==> src/rtl/s3_pipe_ctrl_pkg.sv <==
// Shared stage-3 control definitions: opcode/func3 encodings, FSM state codes
// and the per-instruction decode record used by the stage-3 controller.
package s3_pipe_ctrl_pkg;

  localparam logic [4:0] OPC_LOAD_5   = 5'b00000;
  localparam logic [4:0] OPC_OPIMM_5  = 5'b00100;
  localparam logic [4:0] OPC_AUIPC_5  = 5'b00101;
  localparam logic [4:0] OPC_STORE_5  = 5'b01000;
  localparam logic [4:0] OPC_OP_5     = 5'b01100;
  localparam logic [4:0] OPC_LUI_5    = 5'b01101;
  localparam logic [4:0] OPC_BRANCH_5 = 5'b11000;
  localparam logic [4:0] OPC_JALR_5   = 5'b11001;
  localparam logic [4:0] OPC_JAL_5    = 5'b11011;
  localparam logic [4:0] OPC_SYSTEM_5 = 5'b11100;

  localparam logic [2:0] FNC_BEQ    = 3'b000;
  localparam logic [2:0] FNC_BNE    = 3'b001;
  localparam logic [2:0] FNC_BLT    = 3'b100;
  localparam logic [2:0] FNC_BGE    = 3'b101;
  localparam logic [2:0] FNC_BLTU   = 3'b110;
  localparam logic [2:0] FNC_BGEU   = 3'b111;
  localparam logic [2:0] FNC_CSRRW  = 3'b001;
  localparam logic [2:0] FNC_CSRRWI = 3'b101;

  // State codes are also consumed by the hazard unit, so keep them stable.
  localparam logic [1:0] ST_RUN     = 2'd0;
  localparam logic [1:0] ST_LD_WAIT = 2'd1;
  localparam logic [1:0] ST_FLUSH   = 2'd2;

  localparam logic [1:0] PC_PLUS4 = 2'd0;
  localparam logic [1:0] PC_ALU   = 2'd1;
  localparam logic [1:0] PC_JAL   = 2'd2;
  localparam logic [1:0] PC_RST   = 2'd3;

  localparam logic [1:0] WB_MEM   = 2'd0;
  localparam logic [1:0] WB_ALU   = 2'd1;
  localparam logic [1:0] WB_PC4   = 2'd2;

  localparam logic [2:0] MEM_NONE = 3'd0;
  localparam logic [2:0] MEM_LOAD = 3'd1;

  typedef struct packed {
    logic [2:0] mem_sel;
    logic [1:0] wb_sel;
    logic       reg_we;
    logic       csr_we;
  } dec_t;

endpackage

==> src/rtl/s3_pipe_ctrl_branch_resolve.sv <==
// Branch condition resolution from func3 and comparator flags; shared with
// the branch predictor checker.
module s3_branch_resolve
  import s3_pipe_ctrl_pkg::*;
(
  input  logic [2:0] func3,
  input  logic       breq,
  input  logic       brlt,
  output logic       taken
);

  always_comb begin
    taken = 1'b0;
    case (func3)
      FNC_BEQ:  taken = breq;
      FNC_BNE:  taken = !breq;
      FNC_BLT:  taken = brlt;
      FNC_BGE:  taken = !brlt;
      FNC_BLTU: taken = brlt;
      FNC_BGEU: taken = !brlt;
      default:  taken = 1'b0;
    endcase
  end

endmodule

==> src/rtl/s3_pipe_ctrl.sv <==
// Stage-3 control: decode, branch resolution, and a small FSM that stalls for
// multi-cycle loads and kills younger instructions after a redirect.
module s3_pipe_ctrl
  import s3_pipe_ctrl_pkg::*;
#(
  parameter int LOAD_LAT    = 1,
  parameter int FLUSH_DEPTH = 1,
  parameter bit CSR_EN      = 1'b1
) (
  input  logic        clk,
  input  logic        rst,
  input  logic [31:0] inst_s3,
  input  logic        valid_s3,
  input  logic        breq,
  input  logic        brlt,
  input  logic        is_jal,
  output logic [1:0]  pc_sel,
  output logic [2:0]  mem_sel,
  output logic [1:0]  wb_sel,
  output logic        reg_we,
  output logic        csr_we,
  output logic        stall,
  output logic        flush
);

  localparam int MAX_LF = (LOAD_LAT > FLUSH_DEPTH) ? LOAD_LAT : FLUSH_DEPTH;
  localparam int CNT_W  = $clog2((MAX_LF > 2) ? MAX_LF : 2);
  localparam logic [CNT_W-1:0] LD_INIT = CNT_W'(LOAD_LAT - 2);
  localparam logic [CNT_W-1:0] FL_INIT = CNT_W'(FLUSH_DEPTH - 1);

  logic [1:0]       state_q, state_d;
  logic [CNT_W-1:0] cnt_q, cnt_d;

  logic [4:0] opc;
  logic [2:0] f3;
  logic       rd_nz, v, is_load, is_jalr, is_br, br_taken, redirect;
  logic       unused_inst;
  dec_t       dec;

  assign opc         = inst_s3[6:2];
  assign f3          = inst_s3[14:12];
  assign rd_nz       = |inst_s3[11:7];
  assign unused_inst = ^{inst_s3[31:15], inst_s3[1:0]};

  s3_branch_resolve u_br (
    .func3 (f3),
    .breq  (breq),
    .brlt  (brlt),
    .taken (br_taken)
  );

  always_comb begin
    v        = valid_s3 && (state_q != ST_FLUSH);
    is_load  = v && (opc == OPC_LOAD_5);
    is_jalr  = v && (opc == OPC_JALR_5);
    is_br    = v && (opc == OPC_BRANCH_5);
    redirect = is_jalr || (is_br && br_taken);
    dec      = '0;
    if (v) begin
      case (opc)
        OPC_LUI_5, OPC_AUIPC_5, OPC_OP_5, OPC_OPIMM_5: begin
          dec.wb_sel = WB_ALU;
          dec.reg_we = 1'b1;
        end
        OPC_JAL_5, OPC_JALR_5: begin
          dec.wb_sel = WB_PC4;
          dec.reg_we = 1'b1;
        end
        OPC_LOAD_5: begin
          dec.mem_sel = MEM_LOAD;
          dec.wb_sel  = WB_MEM;
          dec.reg_we  = 1'b1;
        end
        OPC_SYSTEM_5: begin
          if (CSR_EN) begin
            dec.wb_sel = WB_ALU;
            dec.reg_we = 1'b1;
            dec.csr_we = (f3 == FNC_CSRRW) || (f3 == FNC_CSRRWI);
          end
        end
        default: dec = '0;
      endcase
    end
  end

  always_comb begin
    state_d = state_q;
    cnt_d   = cnt_q;
    stall   = 1'b0;
    flush   = 1'b0;
    mem_sel = dec.mem_sel;
    wb_sel  = dec.wb_sel;
    csr_we  = dec.csr_we;
    reg_we  = dec.reg_we && rd_nz;
    if (v && is_jal)   pc_sel = PC_JAL;
    else if (redirect) pc_sel = PC_ALU;
    else               pc_sel = PC_PLUS4;

    case (state_q)
      ST_RUN: begin
        if (is_load && (LOAD_LAT > 1)) begin
          state_d = ST_LD_WAIT;
          cnt_d   = LD_INIT;
          stall   = 1'b1;
          reg_we  = 1'b0;
        end else if (redirect && (FLUSH_DEPTH > 0)) begin
          state_d = ST_FLUSH;
          cnt_d   = FL_INIT;
          flush   = 1'b1;
        end
      end
      // Load data not ready yet: hold the write until the last wait cycle.
      ST_LD_WAIT: begin
        if (cnt_q != '0) begin
          stall  = 1'b1;
          reg_we = 1'b0;
          cnt_d  = cnt_q - 1'b1;
        end else begin
          state_d = ST_RUN;
        end
      end
      ST_FLUSH: begin
        if (cnt_q == '0) state_d = ST_RUN;
        else             cnt_d   = cnt_q - 1'b1;
      end
      default: begin
        state_d = ST_RUN;
        cnt_d   = '0;
      end
    endcase

    if (rst) begin
      pc_sel  = PC_RST;
      mem_sel = MEM_NONE;
      wb_sel  = WB_MEM;
      reg_we  = 1'b0;
      csr_we  = 1'b0;
      stall   = 1'b0;
      flush   = 1'b0;
    end
  end

  always_ff @(posedge clk) begin
    if (rst) begin
      state_q <= ST_RUN;
      cnt_q   <= '0;
    end else begin
      state_q <= state_d;
      cnt_q   <= cnt_d;
    end
  end

endmodule

==> config.mk <==
export PLATFORM = sky130hd
export DESIGN_NAME = s3_pipe_ctrl
export DESIGN_NICKNAME = d
export VERILOG_FILES = /design/src/rtl/s3_pipe_ctrl_pkg.sv /design/src/rtl/s3_pipe_ctrl_branch_resolve.sv /design/src/rtl/s3_pipe_ctrl.sv
export SDC_FILE = /design/constraint.sdc
export NUM_CORES = 1
export LEC_CHECK = 0
export BUFFER_PORTS_ARGS = -buffer_cell sky130_fd_sc_hd__buf_2
export CAP_MARGIN = 30
export CELL_PAD_IN_SITES_DETAIL_PLACEMENT = 1
export CELL_PAD_IN_SITES_GLOBAL_PLACEMENT = 1
export CORE_MARGIN = 10
export CORE_UTILIZATION = 15
export CTS_CLUSTER_DIAMETER = 40
export DETAILED_ROUTE_END_ITERATION = 7
export MAX_ROUTING_LAYER = met4
export PLACE_DENSITY_LB_ADDON = 0.1
export SLEW_MARGIN = 30
export SYNTH_ARGS = -nofsm -noshare
export SYNTH_HDL_FRONTEND = slang
export SYNTH_SLANG_ARGS = --single-unit
==> constraint.sdc <==
create_clock -name clk -period 1.7 [get_ports clk]
set_clock_uncertainty 0.15 [all_clocks]
set_input_delay 0.255 -clock clk [delete_from_list [all_inputs] [get_ports clk]]
set_output_delay 0.255 -clock clk [all_outputs]
set_load 0.02 [all_outputs]
======== Word level (Yosys, flattened, before mapping) ========
Cells that the tools add are included.
storage, ports and cells
  flip-flop bits (word level) ............. 3
  input port bits ......................... 38
  output and inout bits ................... 11
  word-level logic and storage cells ...... 67
cells by class
  $add $sub $neg .......................... 1
  eq/ne operators ......................... 18
  muxes and demuxes ....................... 26
  reductions and logical operators ........ 20
operators with widths
  operator            count
  $eq 5x5->1 const B  4
  $mux 1              15
  $eq 3x3->1 const B  4
  $eq 5x3->1 const B  2
  $eq 5x4->1 const B  2
  $mux 2              5
  $reduce_or 5->1     2
  $pmux 3 s3          1
  $reduce_or 2->1     4
  $mux 7              1
  $logic_and 1x1->1   6
  $ne 2x2->1 const B  3
  $logic_not 5->1     1
  $pmux 1 s4          1
  $pmux 2 s2          1
  $eq 3x1->1 const B  1
  $logic_not 3->1     1
  $mux 3              1
  $eq 2x1->1 const B  1
  $eq 2x2->1 const B  1
  $logic_not 1->1     2
  $logic_not 2->1     1
  $logic_or 1x1->1    2
  $pmux 1 s2          1
  other kinds (2)     2

======== Depth between registers and ports, before layout ========
Gate-level depths: netlist (run 1).
  depth in word-level cells ............... 8
  mapped depth ............................ 3
  mapped depth without buffers ............ 3

======== Cells and area by module ========
A second synthesis (run 1) with hierarchy kept.
unflattened totals
  cell total of the unflattened synthesis .. 37
  area, all modules ....................... 274.0 um^2
modules (own cells, without submodules)
  module             times used  cells an instance  area an instance (um^2)  seq. area each (um^2)
  s3_pipe_ctrl       1           32                 237.7                    20.0
  s3_branch_resolve  1           5                  36.3                     0.0

======== Worst setup path after synthesis (run 1) ========
OpenSTA, ideal clock, no wires.
  path kind ............................... register to output
  start point ............................. reg state_q[1]
  end point ............................... out csr_we
  arrival ................................. 1,339 ps
  required time ........................... 1,295 ps
  setup slack ............................. -44 ps
  cell stages (with the launch flop) ...... 4
  path buffers ............................ 0
  path through ............................ dfxtp_1 > nor4b_4 > nand2_1 > nor4_1
between the ends
  word-level cells in the longest chain between the ends .. 4
ends and longest elaborated chain
  item                      line                 text
  start: declaration        s3_pipe_ctrl.sv:31   logic [1:0] state_q, state_d;
  start signal: assignment  s3_pipe_ctrl.sv:148  state_q <= state_d;
  $ne 2x2->1                s3_pipe_ctrl.sv:53   v = valid_s3 && (state_q != ST_FLUSH);
  $logic_and 1x1->1         s3_pipe_ctrl.sv:53
  $mux 7                    s3_pipe_ctrl.sv:59   if (v) begin
  $mux 1                    s3_pipe_ctrl.sv:132  if (rst) begin
  end: declaration          s3_pipe_ctrl.sv:21   output logic csr_we,
Every way passes these cells.

======== Final worst setup path (run 1) ========
  start point ............................. in inst_s3[7]
  end point ............................... out reg_we
between the ends
  word-level cells in the longest chain between the ends .. 5
ends and longest elaborated chain
  item                   line                 text
  start: declaration     s3_pipe_ctrl.sv:12   input logic [31:0] inst_s3,
  $reduce_or 5->1 (*)    s3_pipe_ctrl.sv:42   assign rd_nz = |inst_s3[11:7];
  $logic_and 1x1->1 (*)  s3_pipe_ctrl.sv:94   reg_we = dec.reg_we && rd_nz;
  $mux 1                 s3_pipe_ctrl.sv:114  if (cnt_q != '0) begin
  $mux 1 (*)             s3_pipe_ctrl.sv:99   case (state_q)
  $mux 1 (*)             s3_pipe_ctrl.sv:132
  end: declaration       s3_pipe_ctrl.sv:20   output logic reg_we,
Mark *: on every way between the ends. The rest lies on a longest branch, timed or not.

==> impl_metrics.csv, run 1 <==
group,metric,value,unit
setup_path,cpMaxStageDelayCell,"or4_1",
yosys,netlist-cell-type-count,26,
pwr,powerDensity,241,mW/mm^2
cells_and_area,filler_cell_count,232,
pwr,power_leakage,0.205,nW
cells_and_area,top_reg_by_flops,"state_q",
yosys,syn-mean-instance-area,7.37,sq um
floorplanning,initial_utilization,15.8,%
yosys,synthDominantCellAreaShare,8.72,%
yosys,ys_ff_latch,1,
pwr,sequentialPowerShare,23.5,%
floorplanning,design.core.area,0.00173,sq mm
timing,finalCritPeriodShare,95.4,%
setup_path,r2r_end,"state_q[1]$_SDFFE_PP0P_",
timing,report.final.slew_viol_count,0,
timing,max_freq,617,MHz
place,post-place-ws,0.0796,ns
cells_and_area,largest_register_ffs,1,
drt,vias_per_cell,4.15,
drt,drt.antenna.violating_nets,0,
job,cap_violations,0,
place,port_buffers,26,
timing,rsz0062_at_grt,"false",
cells_and_area,mostFrequentLayoutCells,"buf_2, nor2_1, nand2_1, conb_1",
grt,grt_antenna_before_repair,0,
grt,grt_max_degree,9,
setup_path,timing.critical_path.arrival,1.22,ns
floorplanning,core.rowCount,15,
drt,drc_violations_left,0,
floorplanning,top_level_ports,49,
status,outcome,"complete, no violations",
pwr,power_switching,0.0441,mW
grt,track_usage,5.26,%
place,post-dp-hpwl,991,um
pwr,logic_pwr_share,76.5,%
cts,ctsHoldBuffers,0,
yosys,post_synth_main_area_contributors,"nor4b_4, buf_4, dfxtp_1",
setup_path,delay_of_the_slowest_critical_path_stage,0.51,ns
place,place.gp.congestion,0.694,
drt,routed_wl,1.07,mm
grt,grt_overflow,0,
pwr,power.share.clock,0,%
drt,vias,361,
worst_hold_path,hold_path_startpoint,"state_q[1]$_SDFFE_PP0P_",
floorplanning,width_of_the_die,62.6,um
drt,drt_iter0_drc,1,
floorplanning,die-height,62.6,um
cells_and_area,finish.net_count,102,
setup_path,timing.reg2reg.worst_path_depth,3,
setup_path,r2r_slack,0.65,ns
pwr,switching_share,42.4,%
grt,grt_pass1_wl,1.79,mm
yosys,netlist_instances,37,
yosys,mapped_cell_area,273,sq um
yosys,yosys_warnings,0,
timing,setup_viol,0,
cts,clk_pin_slew_worst_paths,0,ns
setup_path,worstPathCellList,"buf_2 -> or4_1 -> o21ai_1 -> a21oi_2 -> buf_4",
worst_hold_path,holdPathStages,3,
worst_hold_path,whs_endpoint,"state_q[1]$_SDFFE_PP0P_",
timing,finalWorstSetupSlack,0.0780,ns
setup_path,r2r-start,"state_q[1]$_SDFFE_PP0P_",
cells_and_area,post_route_cells_drive_above_1_share,51.6,%
pwr,internal_power,0.0598,mW
yosys,synth_sequential_area_ratio,7.34,%
setup_path,timing.critical_path.fanout_max,1,
setup_path,criticalPathCategory,"primary input to output port",
cts,worstSkewPairLatency,0,ns
drt,detail_route.wl_per_cell,12.3,um
setup_path,start_kind,"primary input",
grt,grt_pass1_vias,398,
cells_and_area,final_common_cell,"buf_2",
timing,timing.final.crit_period,1.62,ns
drt,drt_pass1_iterations,3,
cells_and_area,synthToLayoutAreaGrowth,58.3,%
cells_and_area,top_regs,"state_q (1)",
setup_path,crit_required,1.29,ns
worst_hold_path,worstHoldPathType,"register to register",
pwr,worst_ir_drop_vdd,0.123,mV
floorplanning,die-area,0.00392,sq mm
timing,timing.final.hold_violations,0,
cells_and_area,num_antenna_cells,0,
yosys,synth_top_cell_by_area,"nor4b_4",
timing,setup_tns,0,ns
setup_path,critPathCaptureType,"output port",
[cell type report]
class / count / area [sq um] / share of cell area, %
multi-input combinational: 34 / 244 / 56.5
timing repair buffer: 26 / 133 / 30.7
tap: 25 / 31.3 / 7.25
sequential: 1 / 20.0 / 4.64
inverter: 1 / 3.75 / 0.870
[how the worst max path moves through the flow]
stage	endpoint	slack [ns]	cells after the start	start
global placement	reg_we	0.09	5	inst_s3[7]
CTS	reg_we	0.08	5	inst_s3[7]
finish	reg_we	0.08	5	inst_s3[7]
global route	csr_we	0.03	5	inst_s3[3]
detailed placement	reg_we	0.08	5	inst_s3[7]
floorplan	csr_we	0.18	3	state_q[1]$_SDFFE_PP0P_
[critical path: cells and delay by family]
family	cells	cell delay, ns
AO/OA/AOI/OAI	2	0.20
AND/OR/NAND/NOR	1	0.51
buffers and inverters	2	0.24
[cell families (layout without fill, tap and decap cells)]
kind of cell	after synthesis	in the layout	share of synthesized area (%)
DFF	1	1	7.34
buffers and inverters	4	27	9.63
AOI/OAI and AO/OA	9	9	26.1
other	1	3	1.37
and+or+nand+nor	22	22	55.5
[per-layer routing]
layer,up-vias,track usage (%),wire (um)
li1,186,-,-
met1,159,6.97,536
met2,16,8.59,484
met3,0,0.896,49
met4,0,0,0
met5,-,-,0
[through the flow]
stage / cells / util (%) / hold slack [ns] / instance area [sq um] / power, mW
global placement: 87 / 24.6 / 0.490 / 425 / 0.103
detailed placement: 87 / 24.6 / 0.484 / 425 / 0.103
CTS: 87 / 24.6 / 0.481 / 425 / 0.104
floorplan: 39 / - / 0.283 / 287 / 0.0684
finish: 87 / 25.0 / 0.470 / 432 / 0.104
global route: 87 / 25.0 / 0.524 / 432 / 0.113
[synthesized netlist by cell type]
cell type	n
a211o_1	1
o21bai_1	1
nor4b_4	1
nand4_1	1
nor3b_1	2
conb_1	1
o21ba_1	1
nor2b_1	1
a21oi_1	3
or4_1	1
nor3_1	1
nor4_1	2
nor2_1	3
and2_1	1
and4bb_2	1
dfxtp_1	1
and3b_1	1
o21ai_1	1
or3_1	1
a31o_2	1
and3_1	1
inv_1	1
buf_4	3
nand2b_1	2
nand2_1	3
o32ai_2	1
[power groups by stage]
stage               registers (mW)  clock network [mW]  logic, mW
finish                      0.0244                   0     0.0795
global route                0.0244                   0     0.0890
global placement            0.0244                   0     0.0791
floorplan                   0.0244                   0     0.0440
CTS                         0.0244                   0     0.0792
detailed placement          0.0244                   0     0.0790
[timing repair]
item	4_1_cts	5_1_grt
setup buffers	0	0
resized for setup	0	2
setup endpoints to repair	0	1
(Power assumes the default switching activity.)
==> run 2: changes to the inputs <==
BUFFER_PORTS_ARGS = -buffer_cell sky130_fd_sc_hd__buf_4   (was -buffer_cell sky130_fd_sc_hd__buf_2)
==> run 2 against run 1 <==
Against the previous run:
- sequential cell count unchanged
- die area unchanged
- sequential power about the same
- first-iteration DRC count unchanged
- critical path type unchanged
==> impl_metrics.csv, run 2 (synthesis results as in run 1) <==
group,metric,value,unit
status,outcome,"complete, no violations",
place,port_buffers,26,
cts,worstSkewPairLatency,0,ns
timing,timing.final.hold_violations,0,
setup_path,worstPathCellList,"buf_4 -> or4_1 -> o21ai_2 -> a21oi_1 -> buf_4",
drt,vias_per_cell,4.24,
cells_and_area,post_route_cells_drive_above_1_share,51.6,%
floorplanning,die-area,0.00392,sq mm
floorplanning,core.rowCount,15,
drt,met2WireLength,526,um
setup_path,critPathCaptureType,"output port",
place,post-dp-hpwl,1.04,mm
place,place.gp.congestion,0.651,
floorplanning,design.core.area,0.00173,sq mm
cells_and_area,finish.net_count,102,
cells_and_area,largest_register_ffs,1,
drt,drt.antenna.violating_nets,0,
drt,top_signal_layer_used,"met3",
setup_path,criticalPathCategory,"primary input to output port",
grt,grt_max_degree,9,
floorplanning,initial_utilization,15.8,%
cells_and_area,mostFrequentLayoutCells,"buf_4, nor2_1, nand2_1, a21oi_1, conb_1",
timing,setup_viol,0,
floorplanning,top_level_ports,49,
drt,vias,369,
drt,drc_violations_left,0,
setup_path,timing.reg2reg.worst_path_depth,3,
cells_and_area,final_common_cell,"buf_4",
setup_path,timing.critical_path.fanout_max,1,
timing,setup_tns,0,ns
cells_and_area,design_area,494,sq um
worst_hold_path,holdPathStages,4,
timing,max_freq,616,MHz
pwr,powerDensity,239,mW/mm^2
grt,track_usage,5.48,%
setup_path,timing.critical_path.arrival,1.22,ns
cts,clk_pin_slew_worst_paths,0,ns
grt,grt_pass1_vias,414,
setup_path,worst_path_most_repeated_cell,"buf_4",
drt,drt_pass1_iterations,2,
drt,routed_wl,1.15,mm
drt,detail_route.wl_per_cell,13.2,um
drt,drt_iter0_drc,1,
setup_path,delay_of_the_slowest_critical_path_stage,0.53,ns
place,detailed_place.area,490,sq um
job,cap_violations,0,
grt,grt_antenna_before_repair,0,
pwr,worst_ir_drop_vdd,0.120,mV
floorplanning,die-height,62.6,um
setup_path,start_kind,"primary input",
timing,finalCritPeriodShare,95.4,%
timing,rsz0062_at_grt,"false",
grt,grt_overflow,0,
drt,met3_length,50,um
drt,met1_length,570,um
cells_and_area,num_antenna_cells,0,
timing,timing.final.crit_period,1.62,ns
floorplanning,width_of_the_die,62.6,um
cells_and_area,top_regs,"state_q (1)",
pwr,power_leakage,0.223,nW
grt,grt_pass1_wl,1.87,mm
setup_path,crit_required,1.29,ns
setup_path,cpMaxStageDelayCell,"or4_1",
worst_hold_path,worstHoldPathType,"primary input to register",
timing,report.final.slew_viol_count,0,
cells_and_area,top_reg_by_flops,"state_q",
cells_and_area,synthToLayoutAreaGrowth,81.2,%
run 2: cell count changes in the layout (fill, tap and decap cells not counted):
cell     before  now
a21oi_2       1    0
o21ai_2       0    1
a21oi_1       2    3
o21ai_1       1    0
buf_4         1   26
buf_2        25    0
run 2: routing by layer:
metal  track usage (%)  vias up
met3             0.538        0
li1                  -      186
met5                 -        -
met4                 0        0
met2              9.10       16
met1              7.36      167
run 2: final timing paths:
path / startpoint / to / slack, ns
setup reg to reg: state_q[1]$_SDFFE_PP0P_ / state_q[1]$_SDFFE_PP0P_ / 0.61
hold / removal: rst / state_q[1]$_SDFFE_PP0P_ / 0.44
setup / recovery: inst_s3[7] / reg_we / 0.08
hold reg to reg: state_q[1]$_SDFFE_PP0P_ / state_q[1]$_SDFFE_PP0P_ / 0.48
run 2: layout make-up:
type,count,area (sq um)
fillers,237,1230
inverters,1,3.75
multi-input cells,34,244
flip-flops and latches,1,20.0
well taps,25,31.3
repair buffers,26,195
run 2: what timing repair did:
item,CTS,global route
setup endpoints to repair,0,1
hold buffers,0,0
setup buffers,0,0
gates resized for setup,0,1
run 2: power breakdown:
| group | leakage [nW] | total, mW | switching [mW] | internal [mW] |
|---|---|---|---|---|
| logic | 0.215 | 0.0938 | 0.0441 | 0.0498 |
| registers | 0.00807 | 0.0244 | 0.000261 | 0.0242 |
| clock network | 0 | 0 | 0 | 0 |
run 2: through the flow:
step | util [%] | setup WS [ns] | power [mW] | cells | hold WS [ns]
after floorplan | - | 0.182 | 0.0684 | 39 | 0.283
after global placement | 28.4 | 0.0758 | 0.119 | 87 | 0.457
after detailed placement | 28.4 | 0.0667 | 0.119 | 87 | 0.455
after CTS | 28.4 | 0.0667 | 0.119 | 87 | 0.456
after global routing | 28.6 | 0.0206 | 0.129 | 87 | 0.486
final | 28.6 | 0.0774 | 0.118 | 87 | 0.445
run 2: worst max-delay path, delay by kind of cell:
kind            cells  cell delay [ns]
compound gates      2             0.17
simple gates        1             0.53
buf+inv             2             0.25
==> run 3: changes to the inputs <==
REMOVE_ABC_BUFFERS = 1   (was unset)
==> run 3 against run 2 <==
Against the previous run:
- worst setup slack improved by 0.015 ns
- die area stayed put
- via count fell by 2.4%
- highest routed layer unchanged
==> impl_metrics.csv, run 3 (synthesis results as in run 1) <==
group,metric,value,unit
status,outcome,"complete, no violations",
grt,track_usage,5.66,%
cells_and_area,largest_register_ffs,1,
setup_path,r2r-start,"state_q[1]$_SDFFE_PP0P_",
drt,detail_route.wl_per_cell,12.8,um
setup_path,crit_required,1.29,ns
setup_path,timing.critical_path.fanout_max,1,
place,place.gp.congestion,0.652,
drt,drc_violations_left,0,
cts,ctsResizeCount,0,
grt,grt_overflow,0,
drt,drt_iter0_drc,6,
drt,vias,360,
floorplanning,width_of_the_die,62.6,um
cts,cts_post_setup_buffers_inserted,0,
floorplanning,core.rowCount,15,
cells_and_area,mostFrequentLayoutCells,"buf_4, nor2_1, nand2_1, a21oi_1, conb_1",
drt,routed_wl,1.13,mm
place,place.detailed.instances,88,
setup_path,worstPathCellList,"buf_4 -> or4_1 -> o21ai_1 -> a21oi_1 -> buf_4",
cells_and_area,design_area,492,sq um
floorplanning,die-area,0.00392,sq mm
floorplanning,top_level_ports,49,
job,cap_violations,0,
timing,fin_worst_hold_slack,0.510,ns
cells_and_area,layoutNonFillerInstCount,88,
timing,report.final.slew_viol_count,0,
timing,timing.final.crit_period,1.61,ns
drt,vias_per_cell,4.09,
cells_and_area,top_regs,"state_q (1)",
cts,clk_pin_slew_worst_paths,0,ns
cells_and_area,filler_cell_count,230,
setup_path,delay_of_the_slowest_critical_path_stage,0.51,ns
worst_hold_path,whs_endpoint,"state_q[1]$_SDFFE_PP0P_",
timing,setup_viol,0,
setup_path,cpMaxStageDelayCell,"or4_1",
grt,grt_pass1_vias,395,
floorplanning,design.core.area,0.00173,sq mm
setup_path,r2r_slack,0.57,ns
setup_path,criticalPathCategory,"primary input to output port",
setup_path,timing.reg2reg.worst_path_depth,4,
grt,grt_pass1_wl,1.95,mm
floorplanning,die-height,62.6,um
drt,drt.antenna.violating_nets,0,
setup_path,r2r_end,"state_q[1]$_SDFFE_PP0P_",
setup_path,critical_path.n_buffers_inverters,2,
grt,grt_max_degree,9,
grt,grt_antenna_before_repair,0,
timing,rsz0062_at_grt,"false",
setup_path,critPathCaptureType,"output port",
timing,finalWorstSetupSlack,0.0924,ns
timing,timing.final.hold_violations,0,
place,port_buffers,26,
cells_and_area,num_antenna_cells,0,
setup_path,worst_path_most_repeated_cell,"buf_4",
timing,finalCritPeriodShare,94.6,%
cells_and_area,post_route_cells_drive_above_1_share,49.2,%
floorplanning,initial_utilization,15.8,%
setup_path,start_kind,"primary input",
pwr,worst_ir_drop_vdd,0.126,mV
drt,drt_pass1_iterations,2,
cts,worstSkewPairLatency,0,ns
cells_and_area,synthToLayoutAreaGrowth,80.3,%
worst_hold_path,worstHoldPathType,"primary input to register",
cells_and_area,final_common_cell,"buf_4",
worst_hold_path,hold_path_startpoint,"inst_s3[13]",
pwr,power,0.118,mW
place,post-dp-hpwl,1.02,mm
setup_path,timing.critical_path.arrival,1.20,ns
cells_and_area,top_reg_by_flops,"state_q",
place,detailed_place.area,492,sq um
setup_path,cpLargestDelayFamily,"simple AND/OR/NAND/NOR gates",
place,post-place-ws,0.0794,ns
worst_hold_path,holdPathStages,4,
pwr,power_leakage,0.227,nW
cts,ctsHoldBuffers,0,
cells_and_area,finish.net_count,103,
pwr,powerDensity,240,mW/mm^2
timing,max_freq,622,MHz
## run 3: cell count changes in the layout (fill, tap and decap cells not counted)
cell     previous run  this run
o21ai_1             0         1
nor4_1              1         2
o21ai_2             1         0
nor4_2              1         0
buf_4              26        27
## run 3: worst max path at each step
stage                            start      to  slack [ns]  cells past startpoint
2_1_floorplan  state_q[1]$_SDFFE_PP0P_  csr_we       -0.04                      3
5_1_grt                     inst_s3[7]  reg_we        0.03                      5
4_1_cts                     inst_s3[7]  reg_we        0.08                      5
6_report                    inst_s3[7]  reg_we        0.09                      5
3_3_place_gp                inst_s3[7]  reg_we        0.08                      5
3_5_place_dp                inst_s3[7]  reg_we        0.08                      5
## run 3: cell type report
type                       instances  area, sq um  area share, %
sequential                         1         20.0           4.07
inverter                           1         3.75          0.763
tap                               25         31.3           6.36
timing repair buffer              27          203           41.2
multi-input combinational         34          234           47.6
## run 3: report_power, final
group	internal (mW)	leakage, nW	switching [mW]
combinational	0.0504	0.219	0.0433
clock	0	0	0
sequential	0.0242	0.00807	0.000245
total	0.0746	0.227	0.0435
## run 3: worst min-delay path, stage by stage
cell and delay (ns):
buf_4 0.09, nor3b_1 0.05, o32ai_2 0.13, nor2_1 0.07
## run 3: per-stage QoR
step	utilization (%)	setup TNS (ns)
final	28.5	0
after global routing	28.5	0
after global placement	28.5	0
after detailed placement	28.5	0
after CTS	28.5	0
after floorplan	-	-0.0441
## run 3: routing by layer
| metal | vias up | share of wire [%] | GRT usage (%) | wire length (um) |
|---|---|---|---|---|
| li1 | 186 | - | - | - |
| met1 | 154 | 55 | 8.06 | 619 |
| met2 | 20 | 42 | 8.97 | 476 |
| met3 | 0 | 2.7 | 0.358 | 30 |
| met4 | 0 | 0 | 0 | 0 |
| met5 | - | 0 | - | 0 |
